==> src/rtl/pulse_identifier_multi_if.sv <==
// Solver handshake and result bus for pulse_identifier_multi.
//   master : the pulse identifier (issues solve requests, publishes results)
//   slave  : solver + result consumer
// Signals:
//   solve_start/first_idx/second_idx  -> request to the polynomial/offset solver
//   solve_done/polynomial/offset/ts_first <- solver completion and result
//   ack                               <- consumer has read the results
//   ready/polynomial/pulse_id/id_valid/error -> results and abort pulse
// pulse_id is packed [NUM_SENSORS-1:0][16:0], so sensor k sits at bits [17k+16:17k].
interface pulse_identifier_multi_if #(parameter int NUM_SENSORS = 4);
  logic                             solve_start;
  logic [2:0]                       solve_first_idx;
  logic [2:0]                       solve_second_idx;
  logic                             solve_done;
  logic [16:0]                      solve_polynomial;
  logic [16:0]                      solve_offset;
  logic [23:0]                      solve_ts_first;
  logic                             ack;
  logic                             ready;
  logic [16:0]                      polynomial;
  logic [NUM_SENSORS-1:0][16:0]     pulse_id;
  logic [NUM_SENSORS-1:0]           id_valid;
  logic                             error;

  modport master (
    output solve_start, solve_first_idx, solve_second_idx,
    input  solve_done, solve_polynomial, solve_offset, solve_ts_first,
    input  ack,
    output ready, polynomial, pulse_id, id_valid, error
  );

  modport slave (
    input  solve_start, solve_first_idx, solve_second_idx,
    output solve_done, solve_polynomial, solve_offset, solve_ts_first,
    output ack,
    input  ready, polynomial, pulse_id, id_valid, error
  );
endinterface

==> src/rtl/pulse_identifier_multi.sv <==
// pulse_identifier_multi: timestamps the first arrival on each of NUM_SENSORS
// photodiode channels within a lighthouse sweep, hands the two earliest
// sensors to an external solver, then derives a 17-bit pulse ID for every
// sensor that reported before the timeout. Results are held until ack.
// Ports:
//   clk_72MHz     in   system clock
//   reset         in   synchronous active-high reset
//   avl_nonempty  in   [NUM_SENSORS] per-sensor RAM non-empty flags
//   sys_ts        in   [24] free-running timestamp (wraps)
//   bus           master modport of pulse_identifier_multi_if (solver + results)
// Optional (macro PULSE_ID_ERR_COUNT_EN):
//   err_count      out [16] saturating count of aborted sweeps
//   last_err_state out [4]  state code the most recent abort was entered from
// The interface instance must use the same NUM_SENSORS as this module.

// Per-sensor arrival capture: first-arrival flag and its timestamp.
module pim_lane (
  input  logic        clk_72MHz,
  input  logic        reset,
  input  logic        cap_en,
  input  logic        clr,
  input  logic        avl,
  input  logic [23:0] sys_ts,
  output logic        seen,
  output logic [23:0] ts
);
  always_ff @(posedge clk_72MHz) begin
    if (reset || clr) begin
      seen <= 1'b0;
      ts   <= '0;
    end else if (cap_en && avl && !seen) begin
      seen <= 1'b1;
      ts   <= sys_ts;
    end
  end
endmodule

module pulse_identifier_multi #(
  parameter int NUM_SENSORS   = 4,
  parameter int TIMEOUT_TICKS = 72000,
  parameter int SETTLE_TICKS  = 3750,
  parameter int ITER_SHIFT    = 4
) (
  input  logic                   clk_72MHz,
  input  logic                   reset,
  input  logic [NUM_SENSORS-1:0] avl_nonempty,
  input  logic [23:0]            sys_ts,
  pulse_identifier_multi_if.master bus
`ifdef PULSE_ID_ERR_COUNT_EN
  ,
  output logic [15:0]            err_count,
  output logic [3:0]             last_err_state
`endif
);
  localparam int IW = (NUM_SENSORS > 1) ? $clog2(NUM_SENSORS) : 1;
  localparam int TW = $clog2(TIMEOUT_TICKS + 1);
  localparam int SW = (SETTLE_TICKS > 1) ? $clog2(SETTLE_TICKS + 1) : 1;

  typedef enum logic [3:0] {
    S_IDLE       = 4'd0,
    S_COLLECT    = 4'd1,
    S_SETTLE     = 4'd2,
    S_SOLVE      = 4'd3,
    S_GATHER     = 4'd4,
    S_COMPUTE    = 4'd5,
    S_DATA_READY = 4'd6,
    S_ABORT      = 4'd7,
    S_DRAIN      = 4'd8
  } state_t;

  state_t state, nxt;

  logic [NUM_SENSORS-1:0]       seen;
  logic [NUM_SENSORS-1:0][23:0] ts;
  logic [NUM_SENSORS-1:0]       seen_nx, cand, first_mask;
  logic                         cap_en, lane_clr, to_hit, solve_ok;
  logic [TW-1:0]                to_cnt;
  logic [SW-1:0]                st_cnt;
  logic [IW-1:0]                cmp_idx;
  logic [16:0]                  offset_q;
  logic [23:0]                  ts_first_q;
  logic [23:0]                  delta;
  logic [16:0]                  pid_calc;

  // Lowest set bit; used for both first and second sensor so that
  // simultaneous arrivals resolve by index.
  function automatic logic [2:0] lowest(input logic [NUM_SENSORS-1:0] v);
    lowest = 3'd0;
    for (int i = NUM_SENSORS - 1; i >= 0; i--)
      if (v[i]) lowest = 3'(i);
  endfunction

  // Capture window is COLLECT through GATHER; it freezes once GATHER exits.
  assign cap_en   = (state == S_COLLECT) || (state == S_SETTLE) ||
                    (state == S_SOLVE)   || (state == S_GATHER);
  assign lane_clr = (state == S_DRAIN) && (avl_nonempty == '0);

  for (genvar k = 0; k < NUM_SENSORS; k++) begin : g_lane
    pim_lane u_lane (
      .clk_72MHz (clk_72MHz),
      .reset     (reset),
      .cap_en    (cap_en),
      .clr       (lane_clr),
      .avl       (avl_nonempty[k]),
      .sys_ts    (sys_ts),
      .seen      (seen[k]),
      .ts        (ts[k])
    );
  end

  // Arrivals landing this cycle count toward the second-sensor decision.
  assign seen_nx    = seen | (cap_en ? (avl_nonempty & ~seen) : '0);
  assign first_mask = NUM_SENSORS'(1) << bus.solve_first_idx;
  assign cand       = seen_nx & ~first_mask;
  // Counter saturates at TIMEOUT_TICKS, so >= stays true through SOLVE/GATHER.
  assign to_hit     = (to_cnt >= TW'(TIMEOUT_TICKS));
  assign solve_ok   = (bus.solve_polynomial != '0) && (bus.solve_offset != '0);

  // Shared per-cycle ID datapath; 24-bit subtraction gives the natural wrap.
  assign delta    = ts[cmp_idx] - ts_first_q;
  assign pid_calc = offset_q + 17'(delta >> ITER_SHIFT);

  always_ff @(posedge clk_72MHz) begin
    if (reset) state <= S_IDLE;
    else       state <= nxt;
  end

  always_comb begin
    nxt = state;
    unique case (state)
      S_IDLE:       if (|avl_nonempty) nxt = S_COLLECT;
      S_COLLECT:    if (|cand) nxt = S_SETTLE;
                    else if (to_hit) nxt = S_ABORT;
      S_SETTLE:     if (st_cnt == SW'(SETTLE_TICKS - 1)) nxt = S_SOLVE;
      S_SOLVE:      if (bus.solve_done) nxt = solve_ok ? S_GATHER : S_ABORT;
      S_GATHER:     if ((&seen) || to_hit) nxt = S_COMPUTE;
      S_COMPUTE:    if (cmp_idx == IW'(NUM_SENSORS - 1)) nxt = S_DATA_READY;
      S_DATA_READY: if (bus.ack) nxt = S_DRAIN;
      S_ABORT:      nxt = S_DRAIN;
      S_DRAIN:      if (avl_nonempty == '0) nxt = S_IDLE;
      default:      nxt = S_IDLE;
    endcase
  end

  always_ff @(posedge clk_72MHz) begin
    if (reset) begin
      bus.solve_start      <= 1'b0;
      bus.solve_first_idx  <= '0;
      bus.solve_second_idx <= '0;
      bus.ready            <= 1'b0;
      bus.error            <= 1'b0;
      bus.polynomial       <= '0;
      bus.pulse_id         <= '0;
      bus.id_valid         <= '0;
      offset_q             <= '0;
      ts_first_q           <= '0;
      to_cnt               <= '0;
      st_cnt               <= '0;
      cmp_idx              <= '0;
    end else begin
      bus.solve_start <= (state == S_SETTLE) && (nxt == S_SOLVE);
      bus.ready       <= (nxt == S_DATA_READY);
      bus.error       <= (nxt == S_ABORT);
      if (cap_en && !to_hit) to_cnt <= to_cnt + TW'(1);

      case (state)
        S_IDLE: begin
          to_cnt <= '0;
          if (|avl_nonempty) bus.solve_first_idx <= lowest(avl_nonempty);
        end
        S_COLLECT: begin
          st_cnt <= '0;
          if (|cand) bus.solve_second_idx <= lowest(cand);
        end
        S_SETTLE: st_cnt <= st_cnt + SW'(1);
        S_SOLVE: begin
          if (bus.solve_done && solve_ok) begin
            bus.polynomial <= bus.solve_polynomial;
            offset_q       <= bus.solve_offset;
            ts_first_q     <= bus.solve_ts_first;
          end
        end
        S_GATHER: cmp_idx <= '0;
        S_COMPUTE: begin
          bus.pulse_id[cmp_idx] <= seen[cmp_idx] ? pid_calc : 17'd0;
          bus.id_valid[cmp_idx] <= seen[cmp_idx];
          cmp_idx               <= cmp_idx + IW'(1);
        end
        S_DRAIN: begin
          if (avl_nonempty == '0) begin
            to_cnt               <= '0;
            st_cnt               <= '0;
            cmp_idx              <= '0;
            bus.solve_first_idx  <= '0;
            bus.solve_second_idx <= '0;
          end
        end
        default: ;
      endcase

      // Aborted sweeps must not leave a previous sweep's results visible.
      if (nxt == S_ABORT) begin
        bus.pulse_id   <= '0;
        bus.id_valid   <= '0;
        bus.polynomial <= '0;
      end
    end
  end

`ifdef PULSE_ID_ERR_COUNT_EN
  always_ff @(posedge clk_72MHz) begin
    if (reset) begin
      err_count      <= '0;
      last_err_state <= '0;
    end else if (nxt == S_ABORT) begin
      if (err_count != 16'hFFFF) err_count <= err_count + 16'd1;
      last_err_state <= state;
    end
  end
`endif
endmodule
==> src/flat_wrapper.sv <==
// flat-port wrapper written by rule: the top's interface ports become plain ports
module pulse_identifier_multi_flat 
#(
  parameter int NUM_SENSORS   = 4,
  parameter int TIMEOUT_TICKS = 72000,
  parameter int SETTLE_TICKS  = 3750,
  parameter int ITER_SHIFT    = 4
)
  (clk_72MHz, reset, avl_nonempty, sys_ts, bus_solve_start, bus_solve_first_idx, bus_solve_second_idx, bus_solve_done, bus_solve_polynomial, bus_solve_offset, bus_solve_ts_first, bus_ack, bus_ready, bus_polynomial, bus_pulse_id, bus_id_valid, bus_error);
  pulse_identifier_multi_if #(.NUM_SENSORS(NUM_SENSORS)) bus_i ();
  input  logic clk_72MHz;
  input  logic reset;
  input  logic [NUM_SENSORS-1:0] avl_nonempty;
  input  logic [23:0] sys_ts;
  output wire logic [$bits(bus_i.solve_start)-1:0] bus_solve_start;
  output wire logic [$bits(bus_i.solve_first_idx)-1:0] bus_solve_first_idx;
  output wire logic [$bits(bus_i.solve_second_idx)-1:0] bus_solve_second_idx;
  input wire logic [$bits(bus_i.solve_done)-1:0] bus_solve_done;
  input wire logic [$bits(bus_i.solve_polynomial)-1:0] bus_solve_polynomial;
  input wire logic [$bits(bus_i.solve_offset)-1:0] bus_solve_offset;
  input wire logic [$bits(bus_i.solve_ts_first)-1:0] bus_solve_ts_first;
  input wire logic [$bits(bus_i.ack)-1:0] bus_ack;
  output wire logic [$bits(bus_i.ready)-1:0] bus_ready;
  output wire logic [$bits(bus_i.polynomial)-1:0] bus_polynomial;
  output wire logic [$bits(bus_i.pulse_id)-1:0] bus_pulse_id;
  output wire logic [$bits(bus_i.id_valid)-1:0] bus_id_valid;
  output wire logic [$bits(bus_i.error)-1:0] bus_error;
  assign bus_solve_start = bus_i.solve_start;
  assign bus_solve_first_idx = bus_i.solve_first_idx;
  assign bus_solve_second_idx = bus_i.solve_second_idx;
  assign bus_i.solve_done = bus_solve_done;
  assign bus_i.solve_polynomial = bus_solve_polynomial;
  assign bus_i.solve_offset = bus_solve_offset;
  assign bus_i.solve_ts_first = bus_solve_ts_first;
  assign bus_i.ack = bus_ack;
  assign bus_ready = bus_i.ready;
  assign bus_polynomial = bus_i.polynomial;
  assign bus_pulse_id = bus_i.pulse_id;
  assign bus_id_valid = bus_i.id_valid;
  assign bus_error = bus_i.error;
  pulse_identifier_multi #(.NUM_SENSORS(NUM_SENSORS), .TIMEOUT_TICKS(TIMEOUT_TICKS), .SETTLE_TICKS(SETTLE_TICKS), .ITER_SHIFT(ITER_SHIFT)) u_core (.clk_72MHz(clk_72MHz), .reset(reset), .avl_nonempty(avl_nonempty), .sys_ts(sys_ts), .bus(bus_i));
endmodule
==> config.mk <==
export PLATFORM = sky130hd
export DESIGN_NAME = pulse_identifier_multi_flat
export DESIGN_NICKNAME = d
export VERILOG_FILES = /design/src/rtl/pulse_identifier_multi_if.sv /design/src/rtl/pulse_identifier_multi.sv /design/src/flat_wrapper.sv
export SDC_FILE = /design/constraint.sdc
export NUM_CORES = 1
export LEC_CHECK = 0
export ABC_AREA = 1
export BUFFER_PORTS_ARGS = -buffer_cell sky130_fd_sc_hd__buf_2
export CORE_MARGIN = 2
export CORE_UTILIZATION = 52
export DETAILED_ROUTE_END_ITERATION = 8
export PLACE_DENSITY = 0.77
export SYNTH_ARGS = -nofsm -noshare
export SYNTH_HDL_FRONTEND = slang
export SYNTH_SLANG_ARGS = --single-unit
==> constraint.sdc <==
create_clock -name clk_72MHz -period 4 [get_ports clk_72MHz]
set_input_delay 0.6 -clock clk_72MHz [delete_from_list [all_inputs] [get_ports clk_72MHz]]
set_output_delay 0.6 -clock clk_72MHz [all_outputs]
set_load 0.01 [all_outputs]
### Word-level counts from Yosys, hierarchy flattened

Cells that the tools add are included.

* bitwise logic cells: 5
* equal/unequal tests: 16
* muxes and demuxes: 43
* $add $sub $neg: 5
* order comparisons: 3
* reductions and logical operators: 41
* shifts and indexed selects: 1

Operators with widths (count)
* bitwise mux 68 bit: 1
* 2-to-1 mux 17 bit: 4
* binary-select mux 24 bit (select 2 bit): 1
* 2-to-1 mux 4 bit: 10
* one-hot mux 12 bit (3 select lines): 1
* one-hot mux 4 bit (9 select lines): 1
* demux 17 bit (select 2 bit): 1
* one-hot mux 17 bit (2 select lines): 1
* nonzero test 17 bit: 2
* equality test 4 x 3 -> 1 bit, second input constant: 6
* 2-to-1 mux 21 bit: 1
* subtractor 21 bit: 1
* 2-to-1 mux 2 bit: 10
* adder 17 x 1 -> 17 bit, second input constant: 1
* adder 17 bit: 1
* greater-or-equal comparator 17 bit, second input constant: 1
* logical AND 1 bit: 14
* adder 12 x 1 -> 12 bit, second input constant: 1
* equality test 12 bit, second input constant: 1
* equality test 4 x 2 -> 1 bit, second input constant: 3
* 2-to-1 mux 12 bit: 1
* one-hot mux 3 bit (2 select lines): 2
* 2-to-1 mux 3 bit: 3
* AND 4 bit: 2
* 26 further kinds: 44

* register bits after elaboration: 271
* word-level logic and storage cells: 139
* input bits: 90
* output and inout port bits: 98

### Longest topological paths before layout

* word-level depth: 13
* mapped depth: 29
* gate-level depth less buffers: 27

### By module

Synthesis repeated with hierarchy kept, for this count alone.

* cells, all modules: 1988
* area total of the unflattened synthesis: 13583.0 µm²

By module, submodules not included
* pulse_identifier_multi: area an instance 9313.9 µm², instances 1, cells an instance 1356
* pim_lane: area an instance 1067.3 µm², instances 4, cells an instance 158

### Worst setup path after synthesis

No wires, ideal clock.

* kind: flip-flop to flip-flop
* from: register u_core.cmp_idx[0]
* to: register u_core.bus.pulse_id[27]
* stages on the path, launching flop included: 23
* setup slack: -0.137 ns
* buffers on the path: 3
* arrival time: 4.020 ns
* path through: dfxtp_1 clkbuf_1 clkbuf_1 clkbuf_1 nor2_1 o22ai_1 ha_1 a21oi_1 o21ai_0 a21o_1 a21oi_1 o21ai_0 xor2_1 ha_1 a21o_1 a21oi_1 nand2_1 inv_1 o21ai_0 o21ai_0 nor2_1 a21oi_1 nor2_1

* cells in the longest elaborated chain, start to end: 6

Ends and longest elaborated chain
* from (decl): line pulse_identifier_multi.sv:79 `logic [IW-1:0] cmp_idx;`
* from (signal assigned): line pulse_identifier_multi.sv:187 `cmp_idx <= cmp_idx + IW'(1);`
* binary-select mux 24 bit (select 2 bit): line pulse_identifier_multi.sv:120 `assign delta = ts[cmp_idx] - ts_first_q;`
* 2-to-1 mux 21 bit (not written as such): line pulse_identifier_multi.sv:120
* subtractor 21 bit: line pulse_identifier_multi.sv:120
* adder 17 bit: line pulse_identifier_multi.sv:121 `assign pid_calc = offset_q + 17'(delta >> ITER_SHIFT);`
* 2-to-1 mux 17 bit: line pulse_identifier_multi.sv:185 `bus.pulse_id[cmp_idx] <= seen[cmp_idx] ? pid_calc : 17'd0;`
* bitwise mux 68 bit: line pulse_identifier_multi.sv:185
* to (signal, indexed assignment): line pulse_identifier_multi.sv:185
* to (decl): line pulse_identifier_multi_if.sv:29 `output ready, polynomial, pulse_id, id_valid, error`

Several ways; a longest one is shown, not always the timed one. The select of a mux whose other input is x is not followed.
A chain may end at the register's enable or synchronous reset.

### Worst setup path after layout

* from: register u_core.cmp_idx[0]
* to: register u_core.bus.pulse_id[15]

The elaborated chain is that of the path after synthesis.

==> impl_metrics.toml <==
[clock_tree]
cts_hold_buffers = 0
clock_tree_from_tritoncts = "yes"
cts_max_path_buffers = 3
cts_htree_levels = 1
later_pin_clock_latency_in_the_skew_report_ns = 0.54
clk_transition_reported_paths_ns = 0.06
cts_buffers = 26
numClockSinks = 257
clock_tree_root_buffer_cell = "clkbuf_16"

[routing]
finalWirelength_um = 34900
drt-wirelength-per-cell_um = 15.2
drt_iter0_markers = 876
firstDrtPassIters = 5
remaining_drc_errors = 0
detail_routed_via_count_per_cell = 5.41
num_vias = 12400
ant_nets = 0

[synthesis]
yosysSeqAreaShare = 0.422
yosys.area.top_type_share = 0.422
synthCells = 1719
synth.cell_area_sq_mm = 0.0122
yosys.cell_types.count = 46
average_cell_area_after_synthesis_sq_um = 7.09
ys_async_sr_fraction = 0
yosys.area.top_type = "dfxtp_1"
synth.area.top_cells = "dfxtp_1 42%, nand2_1 12%, a21oi_1 9.6%"
synth_edf_count = 0
most_common_cell_in_the_synthesized_netlist = "nand2_1"
yosys_most_used_dff = "dfxtp_1"
ys.warnings.count = 0
most_used_standard_cells_in_the_synthesized_netlist = "404 x nand2_1, 257 x dfxtp_1, 235 x a21oi_1, 231 x nor2_1, 128 x o21ai_0"
synth_seq_cells = 257

[floorplan]
floorplan.die_area_sq_mm = 0.0247
io_pins = 188
die_height_um = 157
fp.dieW_um = 157
initial_utilization = 0.524
rows = 56
core_area_sq_mm = 0.0233

[power_and_ir_drop]
power_leakage_uw = 0.00658
ir_drop_mv = 0.427
post-layout-total-power_uw = 11200
power.density_cell_area_mw_per_mm2 = 721

[timing]
rsz_0062_raised_after_global_routing = "yes"
final_critical_path_required_period_ns = 3.89
timing.final.setup_violations = 0
finalHoldViolCount = 0
final.setup_skew_ns = 0.0138
fmax_mhz = 257
slew_headroom = 0.224
tightestPinTransition_ns = 1.16
report.final.slew_viol_count = 0
final.period_utilization = 0.974
layout_setup_ws_ns = 0.106

[global_route]
pin_count_of_the_biggest_net_entering_global_routing = 56
antenna_found_initial = 4
grt_pass1_wl_um = 52400
first_global_vias = 11000
grt_usage = 0.261
grt_remaining_overflow = 0

[setup_path]
critical_path.top_delay_family = "compound AO/OA/AOI/OAI gates"
critical_path.cell_chain = "buf_6 -> buf_8 -> buf_6 -> o21ai_4 -> o22ai_4 -> ha_4 -> buf_6 -> nand2_4 -> or4_4 -> o211ai_1 -> xor2_1 -> ha_2 -> inv_2 -> o31ai_1 -> a21oi_1 -> nand2_1 -> nand2_2 -> nand3_4 -> nor2_2 -> a21oi_1 -> nor2_1"
crit_required_ns = 4.40
cpMostUsedCell = "buf_6"
slowest_delay_ns = 0.50
critPathBufInv = 5
slowest_stage = "or4_4"
endpoint_kind = "register"
critical_path_class = "register to register"
timing.critical_path.arrival_ns = 4.30
critical_path.max_fanout = 8
setup.worst_path.start_class = "register"

[status]
outcome = "complete, no violations"

[min_path]
holdCritPathClass = "primary input to register"

[cells_and_area]
area.sequential_sq_mm = 0.00515
multi_input_comb_area_sq_mm = 0.00679
post_route_cells_drive_above_1_share = 0.252
layout.filler_cells = 1980
fin_cells = 2299
area_overhead_of_the_layout_relative_to_synthesis_pct = 27.0
num-nets-final = 2091

[placed_design]
place.detailed.hpwl_um = 23900
dp_worst_setup_slack_ns = -0.228
gp_routability_congestion = 0.866
buffer_ports.inserted = 179
dp_cells = 2229

[job]
max_cap_viol_count = 0
[what timing repair did]
item | in CTS | in global routing
buffers inserted | 0 | 21
setup endpoints to repair | 29 | 52
gates resized for setup | 13 | 166
pin swaps | 2 | 74
[layer usage]
metal	up-vias	routed length, um	share of wire	track usage
met2	440	17000	0.49	0.459
met3	84	2290	0.066	0.0366
li1	6145	-	-	-
met1	5768	14500	0.42	0.323
met4	0	1130	0.032	0.0987
met5	-	0	0	0
[flip-flops by register name, indices dropped and copies added (netlist names), 4 cells and up]
| name | count |
|---|---|
| u_core.st_cnt | 12 |
| u_core.offset_q | 17 |
| u_core.g_lane.u_lane.seen | 4 |
| u_core.ts_first_q | 21 |
| u_core.g_lane.u_lane.ts | 84 |
| u_core.bus.polynomial | 17 |
| u_core.bus.pulse_id | 68 |
| u_core.to_cnt | 17 |
| u_core.bus.id_valid | 4 |
| u_core.state | 4 |
[kinds of logic (layout without fill, tap and decap cells)]
group,after synthesis,after routing,share of synthesized area
adder cells (fa/ha/maj),44,44,0.0458
XOR/XNOR,32,32,0.0230
flip-flops,257,257,0.422
AO/OA/AOI/OAI,429,429,0.189
AND/OR/NAND/NOR,762,762,0.255
other,1,6,0.000307
buffers and inverters,194,450,0.0643
[power by group]
part           internal, uW  leakage (uW)  total [uW]  switching, uW
Clock                  1470      0.000442        2490           1030
Sequential             2820       0.00208        2980            161
Combinational          2380       0.00405        5700           3320
[worst register-to-register path, cell delays in order, from the launching register on]
cell      delay [ns]
dfxtp_2         0.34
buf_6           0.14
buf_8           0.14
buf_6           0.13
o21ai_4         0.16
o22ai_4         0.11
ha_4            0.30
buf_6           0.10
nand2_4         0.06
or4_4           0.50
o211ai_1        0.26
xor2_1          0.15
ha_2            0.41
inv_2           0.07
o31ai_1         0.25
a21oi_1         0.09
nand2_1         0.10
nand2_2         0.07
nand3_4         0.13
nor2_2          0.04
a21oi_1         0.14
nor2_1          0.07
[worst paths after layout]
| check | start | to | slack, ns | cells past startpoint |
|---|---|---|---|---|
| max | u_core.cmp_idx[0]$_SDFFE_PP0P_ | u_core.bus.pulse_id[15]$_SDFFE_PP0P_ | 0.11 | 21 |
| min | bus_solve_offset[9] | u_core.offset_q[9]$_SDFFE_PP0P_ | 0.32 | 3 |
| max reg2reg | u_core.cmp_idx[0]$_SDFFE_PP0P_ | u_core.bus.pulse_id[15]$_SDFFE_PP0P_ | 0.11 | 21 |
| min reg2reg | u_core.st_cnt[10]$_SDFFE_PP0P_ | u_core.st_cnt[10]$_SDFFE_PP0P_ | 0.45 | 2 |
[final cells by class]
cell class | instances | area share
Antenna cell | 4 | 0.000646
Clock buffer | 35 | 0.0494
Clock inverter | 12 | 0.00727
Inverter | 111 | 0.0271
Multi-Input combinational cell | 1269 | 0.438
Sequential cell | 257 | 0.332
Tap cell | 319 | 0.0258
Timing Repair Buffer | 292 | 0.119
[layout by cell type, fill, tap and decap left out, types with 6 or more instances in the layout]
cell       instances
o22ai_2            7
nor3_1            24
inv_2              8
nand2_2           24
clkinv_2           9
nand4_1           20
o21ai_0           95
xor2_1            23
a21oi_2           39
xnor2_1            6
ha_1              38
o21ai_2           15
a21oi_1          206
dfxtp_1          255
buf_6              8
clkbuf_8           6
nor3_2             6
o21ai_1           21
nand3_1           49
buf_4             98
clkbuf_16         27
buf_2            179
o21a_1             9
nor2_2            17
inv_1            102
o22ai_1           12
nand2_1          381
nor2_1           216
or2_2              6
[through the flow]
| stage | utilization | area [sq um] | hold slack, ns | TNS, ns |
|---|---|---|---|---|
| 2_1_floorplan | - | 12200 | 0.423 | 0 |
| 3_3_place_gp | 0.597 | 13900 | 0.433 | -0.548 |
| 3_5_place_dp | 0.597 | 13900 | 0.449 | -2.54 |
| 4_1_cts | 0.636 | 14800 | 0.307 | -0.0121 |
| 5_1_grt | 0.666 | 15500 | 0.320 | -2.08 |
| 6_report | 0.666 | 15500 | 0.318 | 0 |
Power figures use the tool's default switching activity.
